`src/rtl/skolem_lshr_slt_search_pkg.sv`:
```
// Shared types and helpers for the (s >> x) <s t witness search.
// Holds the FSM state type, the result-width helper and the closed-form invertibility condition.
package skolem_pkg;

  typedef enum logic [1:0] {
    IDLE   = 2'd0,
    SEARCH = 2'd1,
    DONE   = 2'd2
  } state_e;

  function automatic int xw_f(input int w);
    return $clog2(w + 1);
  endfunction

  // The condition holds iff x=0 works (s <s t) or the all-zero shift result works (0 <s t).
  function automatic logic ic_lshr_slt(input logic [63:0] s, input logic [63:0] t, input int w);
    logic [63:0] mask;
    logic [63:0] sm;
    logic [63:0] tm;
    logic        ss;
    logic        ts;
    logic        s_lt_t;
    logic        t_pos;
    mask   = (w >= 64) ? '1 : ((64'd1 << w) - 64'd1);
    sm     = s & mask;
    tm     = t & mask;
    ss     = sm[6'(w - 1)];
    ts     = tm[6'(w - 1)];
    s_lt_t = (ss != ts) ? ss : (sm < tm);
    t_pos  = !ts && (tm != 64'd0);
    return s_lt_t | t_pos;
  endfunction

endpackage

```
`src/rtl/skolem_lshr_slt_search_cell.sv`:
```
// Shared shift + signed-compare datapath: hit = signed(s >> cand) < signed(t).
// Purely combinational; a shift amount of W or more yields zero.
module lshr_slt_cell #(
  parameter int W  = 8,
  parameter int XW = 4
) (
  input  logic [W-1:0]  i_s,
  input  logic [W-1:0]  i_t,
  input  logic [XW-1:0] i_cand,
  output logic          o_hit
);

  logic [W-1:0] w_shift;

  assign w_shift = i_s >> i_cand;
  assign o_hit   = $signed(w_shift) < $signed(i_t);

endmodule

```
`src/rtl/skolem_lshr_slt_search.sv`:
```
// Sequential witness search for (s >> x) <s t over x = 0..W, one candidate per cycle.
// Optional closed-form early abort and cross-check enabled by SKOLEM_IC_CHECK_EN.
module skolem_lshr_slt_search
  import skolem_pkg::*;
#(
  parameter int W  = 8,
  parameter int XW = xw_f(W)
) (
  input  logic          clk,
  input  logic          rst,
  input  logic          req_valid,
  output logic          req_ready,
  input  logic [W-1:0]  req_s,
  input  logic [W-1:0]  req_t,
  output logic          resp_valid,
  input  logic          resp_ready,
  output logic          resp_found,
  output logic [XW-1:0] resp_x,
  output logic          resp_ic_mismatch,
  output logic          busy
);

  localparam logic [XW-1:0] W_X = XW'(W);

  state_e        r_state;
  logic [W-1:0]  r_s;
  logic [W-1:0]  r_t;
  logic [XW-1:0] r_cand;
  logic          r_req_ready;
  logic          r_resp_valid;
  logic          r_found;
  logic [XW-1:0] r_x;
  logic          r_busy;
  logic          w_hit;

  lshr_slt_cell #(
    .W  (W),
    .XW (XW)
  ) u_cell (
    .i_s    (r_s),
    .i_t    (r_t),
    .i_cand (r_cand),
    .o_hit  (w_hit)
  );

`ifdef SKOLEM_IC_CHECK_EN
  logic r_ic;
  logic r_mismatch;
`endif

  always_ff @(posedge clk or posedge rst) begin
    if (rst) begin
      r_state      <= IDLE;
      r_s          <= '0;
      r_t          <= '0;
      r_cand       <= '0;
      r_req_ready  <= 1'b1;
      r_resp_valid <= 1'b0;
      r_found      <= 1'b0;
      r_x          <= '0;
      r_busy       <= 1'b0;
`ifdef SKOLEM_IC_CHECK_EN
      r_ic         <= 1'b0;
      r_mismatch   <= 1'b0;
`endif
    end else begin
      case (r_state)
        IDLE: begin
          if (req_valid) begin
            r_s         <= req_s;
            r_t         <= req_t;
            r_cand      <= '0;
            r_state     <= SEARCH;
            r_req_ready <= 1'b0;
            r_busy      <= 1'b1;
`ifdef SKOLEM_IC_CHECK_EN
            r_ic        <= ic_lshr_slt(64'(req_s), 64'(req_t), W);
`endif
          end
        end
        SEARCH: begin
`ifdef SKOLEM_IC_CHECK_EN
          // No witness can exist: report "not found" after a single cycle.
          if (!r_ic) begin
            r_found      <= 1'b0;
            r_x          <= W_X;
            r_mismatch   <= 1'b0;
            r_resp_valid <= 1'b1;
            r_state      <= DONE;
          end else
`endif
          if (w_hit) begin
            r_found      <= 1'b1;
            r_x          <= r_cand;
            r_resp_valid <= 1'b1;
            r_state      <= DONE;
`ifdef SKOLEM_IC_CHECK_EN
            r_mismatch   <= !r_ic;
`endif
          end else if (r_cand == W_X) begin
            r_found      <= 1'b0;
            r_x          <= W_X;
            r_resp_valid <= 1'b1;
            r_state      <= DONE;
`ifdef SKOLEM_IC_CHECK_EN
            r_mismatch   <= r_ic;
`endif
          end else begin
            r_cand <= r_cand + 1'b1;
          end
        end
        DONE: begin
          if (resp_ready) begin
            r_resp_valid <= 1'b0;
            r_req_ready  <= 1'b1;
            r_busy       <= 1'b0;
            r_state      <= IDLE;
          end
        end
        default: begin
          r_state      <= IDLE;
          r_req_ready  <= 1'b1;
          r_resp_valid <= 1'b0;
          r_busy       <= 1'b0;
        end
      endcase
    end
  end

  assign req_ready  = r_req_ready;
  assign resp_valid = r_resp_valid;
  assign resp_found = r_found;
  assign resp_x     = r_x;
  assign busy       = r_busy;

`ifdef SKOLEM_IC_CHECK_EN
  assign resp_ic_mismatch = r_mismatch;
`else
  assign resp_ic_mismatch = 1'b0;
`endif

endmodule

```
`config.mk`:
```
export PLATFORM = sky130hd
export DESIGN_NAME = skolem_lshr_slt_search
export DESIGN_NICKNAME = d
export VERILOG_FILES = /design/src/rtl/skolem_lshr_slt_search_pkg.sv /design/src/rtl/skolem_lshr_slt_search_cell.sv /design/src/rtl/skolem_lshr_slt_search.sv
export SDC_FILE = /design/constraint.sdc
export NUM_CORES = 1
export LEC_CHECK = 0
export BUFFER_PORTS_ARGS = -buffer_cell sky130_fd_sc_hd__buf_2
export CAP_MARGIN = 5
export CORE_ASPECT_RATIO = 0.8
export CORE_UTILIZATION = 55
export DETAILED_ROUTE_END_ITERATION = 6
export PLACE_DENSITY = 0.77
export SYNTH_ARGS = -nofsm -noshare
export SYNTH_HDL_FRONTEND = slang
export SYNTH_HIERARCHICAL = 1
export SYNTH_SLANG_ARGS = --single-unit
```
`constraint.sdc`:
```
create_clock -name clk -period 4.3 [get_ports clk]
set_clock_uncertainty 0.05 [all_clocks]
set_input_delay 0.43 -clock clk [delete_from_list [all_inputs] [get_ports clk]]
set_output_delay 0.43 -clock clk [all_outputs]
set_load 0.005 [all_outputs]
```
# Word level (Yosys, flattened, before mapping)
# Cells that the tools add are included.
[totals] elab_cells=53 reg_bits=30 inputBits=20 ramBits=0 romBits=0 mem_count=0 out_inout_bits=9 latchBits=0
[classes] n_mux=22 div=0 reduce_logical=9 add_sub_neg=1 multipliers=0 eq_ne=8 bitwise_logic=2 shifts=1 n_lt_le_gt_ge=1
[ops] operator="$mux 4" n=5
[ops] operator="$pmux 1 s3" n=3
[ops] operator="$reduce_and 3->1" n=3
[ops] operator="$lt 8x8->1" n=1
[ops] operator="$mux 1" n=8
[ops] operator="$mux 2" n=4
[ops] operator="$ne 2x2->1 const B" n=4
[ops] operator="$pmux 4 s2" n=1
[ops] operator="$shr 8x4->8" n=1
[ops] operator="$pmux 2 s3" n=1
[ops] operator="$add 4x1->4 const B" n=1
[ops] operator="$eq 4x4->1 const B" n=1
[ops] operator="$reduce_and 2->1" n=2
[ops] operator="$reduce_and 4->1" n=1
[ops] operator="$reduce_bool 2->1" n=2
[ops] operator="$ne 3x2->1 const B" n=1
[ops] operator="$eq 2x1->1 const B" n=1
[ops] operator="$eq 2x2->1 const B" n=1
[ops] operator="$logic_not 2->1" n=1
[ops] operator="$not 1->1" n=2

# Depth between registers and ports, before layout
[logic_depth] word_depth=4 ltp_mapped=13 mapped_depth_nobuf=12

# Hierarchy
# Netlist, hierarchy kept.
[modules_own_cells] module="skolem_lshr_slt_search" area_each_um2=1351.3 seq_area_each_um2=752.0 cells_per_inst=107 n_inst=1
[modules_own_cells] module="lshr_slt_cell" area_each_um2=490.5 seq_area_each_um2=0.0 cells_per_inst=61 n_inst=1

# Worst setup path after synthesis
# No wires, ideal clock.
[synth_timing] path_kind="register to register" start="register r_cand[1]" end="register r_cand[2]" required_time_ns=4.124 path_stages_with_launch=13 path_buffers=1 t_arrival_ns=2.862 path_slack_ns=1.262 setup_ns=0.126 synth_period_minus_slack_ns=3.038 path_cell_list="dfrtp_1 buf_6 mux2i_1 o21ai_0 nor3b_1 ha_1 a31o_1 a2111oi_4 o311ai_1 o21ai_1 and2b_1 o211a_1 mux2i_1"
[synth_via] elab_chain_len=4 elab_cells_between_ends=10 cone_classes="add/sub: 1; order compare: 1; eq/ne: 3; shift: 1; mux: 3; reduce/logical: 1"
[synth_lines] element="from (decl)" line_no="skolem_lshr_slt_search.sv:28" rtl="logic [XW-1:0] r_cand;"
[synth_lines] element="from (signal assigned)" line_no="skolem_lshr_slt_search.sv:109" rtl="r_cand <= r_cand + 1'b1;"
[synth_lines] element="$shr 8x4->8" line_no="skolem_lshr_slt_search_cell.sv:15" rtl="assign w_shift = i_s >> i_cand;"
[synth_lines] element="$lt 8x8->1" line_no="skolem_lshr_slt_search_cell.sv:16" rtl="assign o_hit = $signed(w_shift) < $signed(i_t);"
[synth_lines] element="net w_hit" line_no="skolem_lshr_slt_search.sv:34" rtl="logic w_hit;"
[synth_lines] element="$ne 2x2->1 (no line)"
[synth_lines] element="$reduce_and 4->1 (no line)"
# The timed path passes the listed nets, and every way through them passes these cells. The select of a mux whose other input is x is not followed.
# A chain may end at the register's enable or synchronous reset.

# Worst setup path after layout
[layout_timing] start="register r_cand[1]" end="register r_cand[1]"
# The elaborated chain is that of the path after synthesis.

==> impl_metrics.json <==
{
  "cts.clk_slew.worst_paths_ns": 0.06,
  "synthArstFlopShare_pct": 100,
  "post-cts-setup-buffer-count": 0,
  "cts_buffers": 5,
  "critical_path.endpoint_type": "flop",
  "rsz0062_at_grt": "no",
  "root_buffer": "clkbuf_8",
  "die-height_um": 53.8,
  "antenna_found_initial": 0,
  "postCtsHoldBufs": 0,
  "synth-seq-area-share_pct": 40.8,
  "required_ns": 4.40,
  "fin_nets": 223,
  "numClockSinks": 30,
  "outcome": "finished, final reports clean",
  "synth-edff-count": 0,
  "start_util_pct": 58.8,
  "start_kind": "flop",
  "yosysUniqueCellTypes": 47,
  "clock_latency_ns": 0.29,
  "grt_pass1_wl_um": 6340,
  "crit_chain": "mux2i_1, o21ai_0, nor3b_1, ha_1, a31o_1, a2111oi_4, o311ai_1, o21ai_1, and2b_1, o2111ai_1, o211ai_1",
  "min_period_over_period_pct": 84.2,
  "routed_wl_um": 3730,
  "peakVddDrop_v": 0.000424,
  "via_per_inst": 5.84,
  "wire_per_inst_um": 15.9,
  "rows": 18,
  "io_pins": 29,
  "power_leakage_nw": 0.969,
  "avgSynthCellArea_um2": 11.0,
  "slowest_delay_ns": 0.71,
  "area_growth_pct": 12.0,
  "fin_crit_ns": 3.62,
  "max_freq_mhz": 276,
  "worst-path-buf-inv": 0,
  "cp_top_family": "compound AO/OA/AOI/OAI gates",
  "port_buffers": 27,
  "detail_route.first_pass.iterations": 4,
  "ant_nets": 0,
  "synth-seq-cells": 30,
  "yosysWarningCount": 6,
  "overflow": 0,
  "core_mm2": 0.00313,
  "cts_tree": "yes",
  "total_power_mw": 1.67,
  "finalSetupTns_ns": 0,
  "via_count": 1373,
  "hpwl_um": 2660,
  "drtIter0Drc": 56,
  "drive_gt1_share_pct": 30.3,
  "drc": 0,
  "tightest_slew_ns": 0.940,
  "syn-instance-count": 168,
  "powerDensity_mw_per_mm2": 811,
  "ctsResizeCount": 0,
  "place_congestion": 0.890,
  "grt_use_total_pct": 24.6,
  "crit_type": "reg2reg",
  "cts_buffer_depth": 2,
  "die_area_mm2": 0.00359,
  "ys.flop_type": "dfrtp_1",
  "syn-num-nets": 197,
  "cp_slowest_cell": "dfrtp_1",
  "slew-limit-headroom_pct": 37.3,
  "htreeDepth": 2,
  "grt_max_degree": 31,
  "worstPathMaxFanout": 15,
  "diodes": 0,
  "die_x_um": 66.7,
  "setup_viol": 0,
  "final_hold_viol_count": 0,
  "grt_pass1_vias": 1381,
  "finalMaxSlewViolations": 0,
  "cap_viol_max_count": 0,
  "cp.arrival_ns": 3.72,
  "hp-class": "in2async",
  "synth_area_mm2": 0.00184
}
==> Yosys cell counts (2+ instances only) <==
master,instances,area (um2)
nor2b_1,2,12.5
o21ai_0,5,25.0
buf_6,5,56.3
nand2b_1,4,25.0
nor3_1,2,10.0
nand3b_1,2,15.0
nand2_1,10,37.5
mux2i_1,8,80.1
a21oi_1,5,25.0
a22o_1,4,35.0
buf_4,3,22.5
mux2_2,17,191
nand3_1,4,20.0
ha_1,9,113
a2111oi_0,2,17.5
dfrtp_1,29,726
nor2_1,8,30.0
inv_1,17,63.8
and3b_1,2,17.5
o211ai_1,3,22.5
==> path summary, 6_finish.rpt <==
kind	start	to	slack (ns)	cells after the start
worst min-delay path	rst	r_t[2]$_DFFE_PP0P_	0.03	2
worst min register to register	req_ready$_DFFE_PP1P_	req_ready$_DFFE_PP1P_	0.41	2
min in group clk	req_t[0]	r_t[0]$_DFFE_PP0P_	0.32	2
worst max register to register	r_cand[1]$_DFFE_PP0P_	r_cand[1]$_DFFE_PP0P_	0.68	11
worst max-delay path	r_cand[1]$_DFFE_PP0P_	r_cand[1]$_DFFE_PP0P_	0.68	11
max in group asynchronous	rst	req_ready$_DFFE_PP1P_	3.67	3
==> final cells by class <==
type	count	area, um2
timing repair buffer	28	163
sequential	30	752
tap	40	50.0
clock buffer	7	86.3
fill	257	1070
inverter	17	63.8
clock inverter	1	5.00
multi-input combinational	112	943
==> layer usage <==
layer | global-route usage [%] | part of all wire, %
met3 | 8.26 | 6.4
met2 | 39.1 | 44
met4 | 10.3 | 1.4
met5 | 0 | 0
met1 | 31.1 | 48
==> flip-flops by register name, indices dropped and copies added (netlist names) <==
register	cells
resp_x	4
r_s	8
r_t	8
r_state	2
r_cand	4
req_ready	1
busy	1
resp_valid	1
resp_found	1
==> where the power goes <==
part           switching [mW]  internal (mW)  total [mW]
logic                   0.434          0.439       0.874
registers               0.155          0.413       0.568
clock network           0.103          0.129       0.232
total                   0.693          0.981        1.67
==> cells by family (layout without fill, tap and decap cells) <==
group           Yosys count  count (layout)  synth area share [%]
fa+ha+maj                 9               9                  6.11
simple gates             42              42                  13.0
mux                      28              28                  18.2
buf+inv                  26              53                  7.95
flops                    30              30                  40.8
compound gates           32              32                  13.7
other cells               1               1                 0.204
==> metrics by stage <==
stage | util, % | setup slack, ns | instances | instance area (um2) | hold slack, ns
finish | 65.9 | 0.678 | 235 | 2060 | 0.0329
global route | 65.9 | 0.406 | 235 | 2060 | 0.0519
CTS | 65.0 | 0.728 | 234 | 2040 | 0.320
detailed placement | 62.1 | 0.736 | 226 | 1940 | 0.406
global placement | 62.1 | 0.866 | 226 | 1940 | 0.398
floorplan | - | 1.26 | 168 | 1840 | 0.399
==> cells in the final DEF (no fill, tap or decap), drive strengths merged, types with 2 or more instances in the layout <==
master and count:
nor3 2, nor2 8, nor3b 2, nor2b 2, nand3b 2, o211ai 3, mux2 18, clkbuf 7
nand3 4, a21oi 5, a22o 4, inv 17, mux2i 8, and2b 2, nand2b 4, nand2 10
ha 9, dfrtp 29, a2111oi 3, buf 28, and3b 2, o21ai 7, mux4 2
(Power assumes the default switching activity.)
